===== config.mk =====
export PLATFORM = sky130hd
export DESIGN_NAME = cp0
export DESIGN_NICKNAME = d
export VERILOG_FILES = /design/src/rtl/cp0_pkg.sv /design/src/rtl/cp0.sv
export SDC_FILE = /design/constraint.sdc
export NUM_CORES = 1
export LEC_CHECK = 0
export BUFFER_PORTS_ARGS = -buffer_cell sky130_fd_sc_hd__buf_2
export CORE_UTILIZATION = 40
export CTS_CLUSTER_DIAMETER = 120
export CTS_CLUSTER_SIZE = 16
export DETAILED_ROUTE_END_ITERATION = 7
export GPL_ROUTABILITY_DRIVEN = 0
export PLACE_DENSITY = 0.8
export SLEW_MARGIN = 20
export SYNTH_ARGS = -nofsm -noshare
export SYNTH_HDL_FRONTEND = slang
export SYNTH_SLANG_ARGS = --single-unit

===== constraint.sdc =====
create_clock -name clk -period 3.4 [get_ports clk]
set_clock_uncertainty 0.05 [all_clocks]
set_input_delay 0 -clock clk [delete_from_list [all_inputs] [get_ports clk]]
set_output_delay 0 -clock clk [all_outputs]
set_load 0.05 [all_outputs]

===== src/rtl/cp0_pkg.sv =====
// Shared constants for coprocessor 0: exception codes, register numbers and
// helpers that assemble the architecturally visible SR and Cause words.
package cp0_pkg;

    localparam logic [4:0] EXC_INT     = 5'd0;
    localparam logic [4:0] EXC_ADEL    = 5'd4;
    localparam logic [4:0] EXC_ADES    = 5'd5;
    localparam logic [4:0] EXC_SYSCALL = 5'd8;
    localparam logic [4:0] EXC_RI      = 5'd10;
    localparam logic [4:0] EXC_OV      = 5'd12;
    // Code 31 is reserved as "no exception travelling down the pipe".
    localparam logic [4:0] EXC_NONE    = 5'd31;

    localparam logic [4:0] REG_SR    = 5'd12;
    localparam logic [4:0] REG_CAUSE = 5'd13;
    localparam logic [4:0] REG_EPC   = 5'd14;

    function automatic logic [31:0] packSr(input logic [5:0] im,
                                           input logic       exl,
                                           input logic       ie);
        return {16'b0, im, 8'b0, exl, ie};
    endfunction

    function automatic logic [31:0] packCause(input logic       bd,
                                              input logic [5:0] ip,
                                              input logic [4:0] excCode);
        return {bd, 15'b0, ip, 3'b0, excCode, 2'b0};
    endfunction

endpackage


===== src/rtl/cp0.sv =====
// Coprocessor 0: SR/Cause/EPC registers, interrupt/exception request logic
// and the mtc0/mfc0 access port for the pipelined MIPS core.
module cp0
    import cp0_pkg::*;
(
    input  logic        clk,
    input  logic        reset,
    input  logic        en,
    input  logic [4:0]  CP0Add,
    input  logic [31:0] CP0In,
    output logic [31:0] CP0Out,
    input  logic [31:0] VPC,
    input  logic        BDIn,
    input  logic [4:0]  ExcCodeIn,
    input  logic [5:0]  HWInt,
    input  logic        EXLClr,
    output logic [31:0] EPCOut,
    output logic        Req
);

    logic [5:0]  imQ, imD;
    logic        exlQ, exlD;
    logic        ieQ, ieD;
    logic        bdQ, bdD;
    logic [5:0]  ipQ, ipD;
    logic [4:0]  excCodeQ, excCodeD;
    logic [31:0] epcQ, epcD;
    logic        intReq;
    logic        excReq;

    assign intReq = (|(HWInt & imQ)) & ieQ & ~exlQ;
    assign excReq = (ExcCodeIn != EXC_NONE) & ~exlQ;
    assign Req    = (intReq | excReq) & reset;

    // A taken exception overrides both eret and any mtc0 on the same edge.
    always_comb begin
        imD      = imQ;
        exlD     = exlQ;
        ieD      = ieQ;
        bdD      = bdQ;
        ipD      = HWInt;
        excCodeD = excCodeQ;
        epcD     = epcQ;
        if (Req) begin
            exlD     = 1'b1;
            bdD      = BDIn;
            excCodeD = intReq ? EXC_INT : ExcCodeIn;
            epcD     = BDIn ? (VPC - 32'd4) : VPC;
        end else begin
            if (EXLClr) begin
                exlD = 1'b0;
            end
            if (en) begin
                case (CP0Add)
                    REG_SR: begin
                        imD  = CP0In[15:10];
                        ieD  = CP0In[0];
                        exlD = CP0In[1] & ~EXLClr;
                    end
                    REG_EPC: epcD = CP0In;
                    default: ;
                endcase
            end
        end
    end

    always_ff @(posedge clk or negedge reset) begin
        if (!reset) begin
            imQ      <= 6'd0;
            exlQ     <= 1'b0;
            ieQ      <= 1'b0;
            bdQ      <= 1'b0;
            ipQ      <= 6'd0;
            excCodeQ <= 5'd0;
            epcQ     <= 32'd0;
        end else begin
            imQ      <= imD;
            exlQ     <= exlD;
            ieQ      <= ieD;
            bdQ      <= bdD;
            ipQ      <= ipD;
            excCodeQ <= excCodeD;
            epcQ     <= epcD;
        end
    end

    always_comb begin
        case (CP0Add)
            REG_SR:    CP0Out = packSr(imQ, exlQ, ieQ);
            REG_CAUSE: CP0Out = packCause(bdQ, ipQ, excCodeQ);
            REG_EPC:   CP0Out = epcQ;
            default:   CP0Out = 32'd0;
        endcase
    end

    assign EPCOut = epcQ;

endmodule


==> impl_metrics.py <==
metrics = {
    "clock_tree": {
        "cts_made_buffers": 5,
        "clk_latency_ns": 0.31,
        "cts_tree": "done",
        "clk_pin_slew_ns": 0.10,
        "htree_num_levels": 2,
        "cts_setup_buffers": 0,
        "cts.root.buffer_cell": "clkbuf_8",
        "clkSinkCount": 52,
        "clock_path_buffers": 2,
        "post_cts_resized": 0,
    },
    "sta": {
        "setup_violations": 0,
        "fin_crit_sh_pct": 83.2,
        "hold_viol_final": 0,
        "fmax_ghz": 0.353,
        "rsz0062_at_grt": "no",
        "tns_ns": 0,
        "relSlewSlack_pct": 33.0,
        "worst_slew_pin_slew_ns": 1.00,
        "slew_viol_final": 0,
        "finalCriticalPeriod_ns": 2.83,
        "fin_hold_ws_ns": 0.00923,
    },
    "logic_synthesis": {
        "yosys_warnings": 0,
        "ys_types": 36,
        "yosysTopAreaCell": "dfrtp_1",
        "yosysSeqAreaShare_pct": 40.4,
        "postSynth.asyncResetShare_pct": 100,
        "syn_avg_cell_area_sq_um": 10.0,
        "syn_nets": 407,
        "ys_top_cells_by_area": "dfrtp_1 40%, mux2i_1 18%, xnor2_1 4.9%, and2_1 3.5%, nand2_1 3.0%",
        "synth_top_area_share_pct": 40.4,
        "synth-edff-count": 0,
        "synth_area_sq_um": 3220,
        "synthFlopType": "dfrtp_1",
        "synth_seq_cells": 52,
        "synth_cells": 321,
    },
    "grt": {
        "grt_max_degree": 58,
        "track_usage_pct": 23.9,
        "gr-total-overflow": 0,
        "grt_pass1_wl_mm": 16.1,
        "antenna_found_initial": 0,
        "grt_pass1_vias": 3383,
    },
    "power": {
        "switching_share_pct": 42.9,
        "peakVddDrop_uv": 295,
        "p_seq_share_pct": 38.7,
        "power_density_nw_per_um2": 450,
        "pwr-share-clk_pct": 17.5,
        "p_leak_nw": 2.51,
        "power.internal_mw": 1.25,
        "p_sw_mw": 0.935,
        "pwr-share-comb_pct": 43.7,
    },
    "drt": {
        "ant_nets": 0,
        "firstDrtPassIters": 4,
        "totalWireLength_mm": 9.67,
        "dr_total_vias": 3240,
        "wl_per_cell_microns": 15.2,
        "drc": 0,
        "detail_route.iter0.violations": 120,
        "viasPerCell": 5.10,
    },
    "worst_setup_path": {
        "reg2regPathDepth": 6,
        "path_max_fanout": 9,
        "critical_path_class": "input port to register",
        "critPathArrivalTime_ns": 2.98,
        "cp-start-kind": "input port",
        "cp.required_ns": 3.55,
        "endpoint_kind": "register",
    },
    "cells_and_area": {
        "drive_gt1_share_pct": 34.0,
        "area_growth_pct": 50.5,
        "final_nets": 618,
        "finish.instance_area_sq_um": 4850,
        "stdcell_count": 635,
        "layout_commonest_cell": "buf_2",
        "multiInputGateArea_sq_um": 1850,
        "fillers": 660,
        "regArea_sq_um": 1300,
        "n_antenna_cell": 0,
        "final_core_util_pct": 62.4,
        "mostFrequentLayoutCells": "149 x buf_2, 69 x dlygate4sd3_1, 59 x mux2i_1",
    },
    "placed_design": {
        "hpwl_mm": 6.49,
        "dpl.cell_count": 558,
        "place_area_sq_um": 4060,
        "portBuffers": 149,
    },
    "floorplanning": {
        "core_area_sq_um": 7770,
        "num_rows": 32,
        "die-height_microns": 91.7,
        "die-width_microns": 91.7,
        "start_util_pct": 41.5,
        "ios": 150,
        "die_area_sq_um": 8410,
    },
    "outcome": {
        "status": "complete, no violations",
    },
    "flow_run": {
        "drv_cap": 0,
    },
    "min_path": {
        "hold_path_class": "input port to register",
        "worstHoldPathCells": 4,
    },
}
[stage by stage]
| step | total power [mW] | setup slack, ns |
|---|---|---|
| after floorplan | 1.42 | 1.42 |
| after detailed placement | 1.68 | 1.17 |
| after CTS | 2.19 | 0.604 |
| after global placement | 1.66 | 1.25 |
| after global routing | 2.29 | 0.422 |
| final | 2.18 | 0.571 |
[worst max-delay path, cell delays in order]
cell and delay, ns:
dlygate4sd3_1 0.54, buf_2 0.15, or4_4 0.52, or4_4 0.60, nor4_2 0.34, xnor2_1 0.16, mux2i_1 0.09, dlygate4sd3_1 0.58
[layout make-up]
cell class / count / share of cell area (%)
clock buffers: 5 / 1.42
clock inverters: 3 / 0.568
well taps: 102 / 2.63
flip-flops and latches: 52 / 26.8
repair buffers: 221 / 30.1
inverters: 5 / 0.387
multi-input cells: 247 / 38.1
[worst paths after layout]
path,start,to,slack [ns]
worst max-delay path,VPC[13],EPCOut[29]$_DFFE_PN0P_,0.57
max in group asynchronous,reset,EPCOut[23]$_DFFE_PN0P_,2.55
min in group asynchronous,reset,ipQ[2]$_DFF_PN0_,0.29
worst max register to register,imQ[0]$_DFFE_PN0P_,EPCOut[25]$_DFFE_PN0P_,0.80
worst min register to register,excCodeQ[4]$_DFFE_PN0N_,excCodeQ[4]$_DFFE_PN0N_,0.44
worst min-delay path,VPC[4],EPCOut[4]$_DFFE_PN0P_,0.009
[repair_timing]
| item | 4_1_cts | 5_1_grt |
|---|---|---|
| endpoints found under the setup margin | 0 | 0 |
| hold endpoints to repair | 104 | 0 |
| hold buffers | 69 | 0 |
[power groups by stage]
stage / clock network (mW) / logic [mW] / registers, mW
floorplan: 0 / 0.262 / 1.16
global placement: 0 / 0.810 / 0.848
detailed placement: 0 / 0.823 / 0.856
CTS: 0.397 / 0.946 / 0.844
global route: 0.416 / 1.01 / 0.863
finish: 0.382 / 0.954 / 0.844
[synthesized netlist by cell type (2+ instances only)]
library cell,count
clkbuf_1,12
o21ai_0,12
buf_2,3
nor3_1,7
mux2_2,8
inv_1,5
nor4b_1,2
a22oi_1,3
mux2i_1,59
or4_1,5
nor4_2,6
xnor2_1,18
a21oi_1,13
nand3_1,4
xor2_1,9
a22o_1,8
nand3b_1,3
nor2b_1,2
and2_1,18
nor4_1,6
nand4bb_1,2
or3_1,6
nand2_1,26
or4_4,2
nor2_1,20
dfrtp_1,52
[sequential cells by signal, summed over array words and instances (netlist names)]
register	cells
EPCOut	32
bdQ	1
excCodeQ	5
exlQ	1
ieQ	1
imQ	6
ipQ	6
[logic make-up after synthesis]
group	Yosys count	share of synthesized area, %
compound gates	39	7.34
xor+xnor	27	7.34
simple gates	113	20.5
fa+ha+maj	1	0.388
flops	52	40.4
buf+inv	22	2.91
mux	67	21.1
[layer usage]
metal,up-vias,global-route usage [%],wire [microns]
met3,16,3.98,457
met4,0,6.12,141
met5,-,0,0
met1,1532,30.1,4210
met2,118,42.5,4860
li1,1574,-,-
Note: power is estimated with default switching activity, not from simulation.
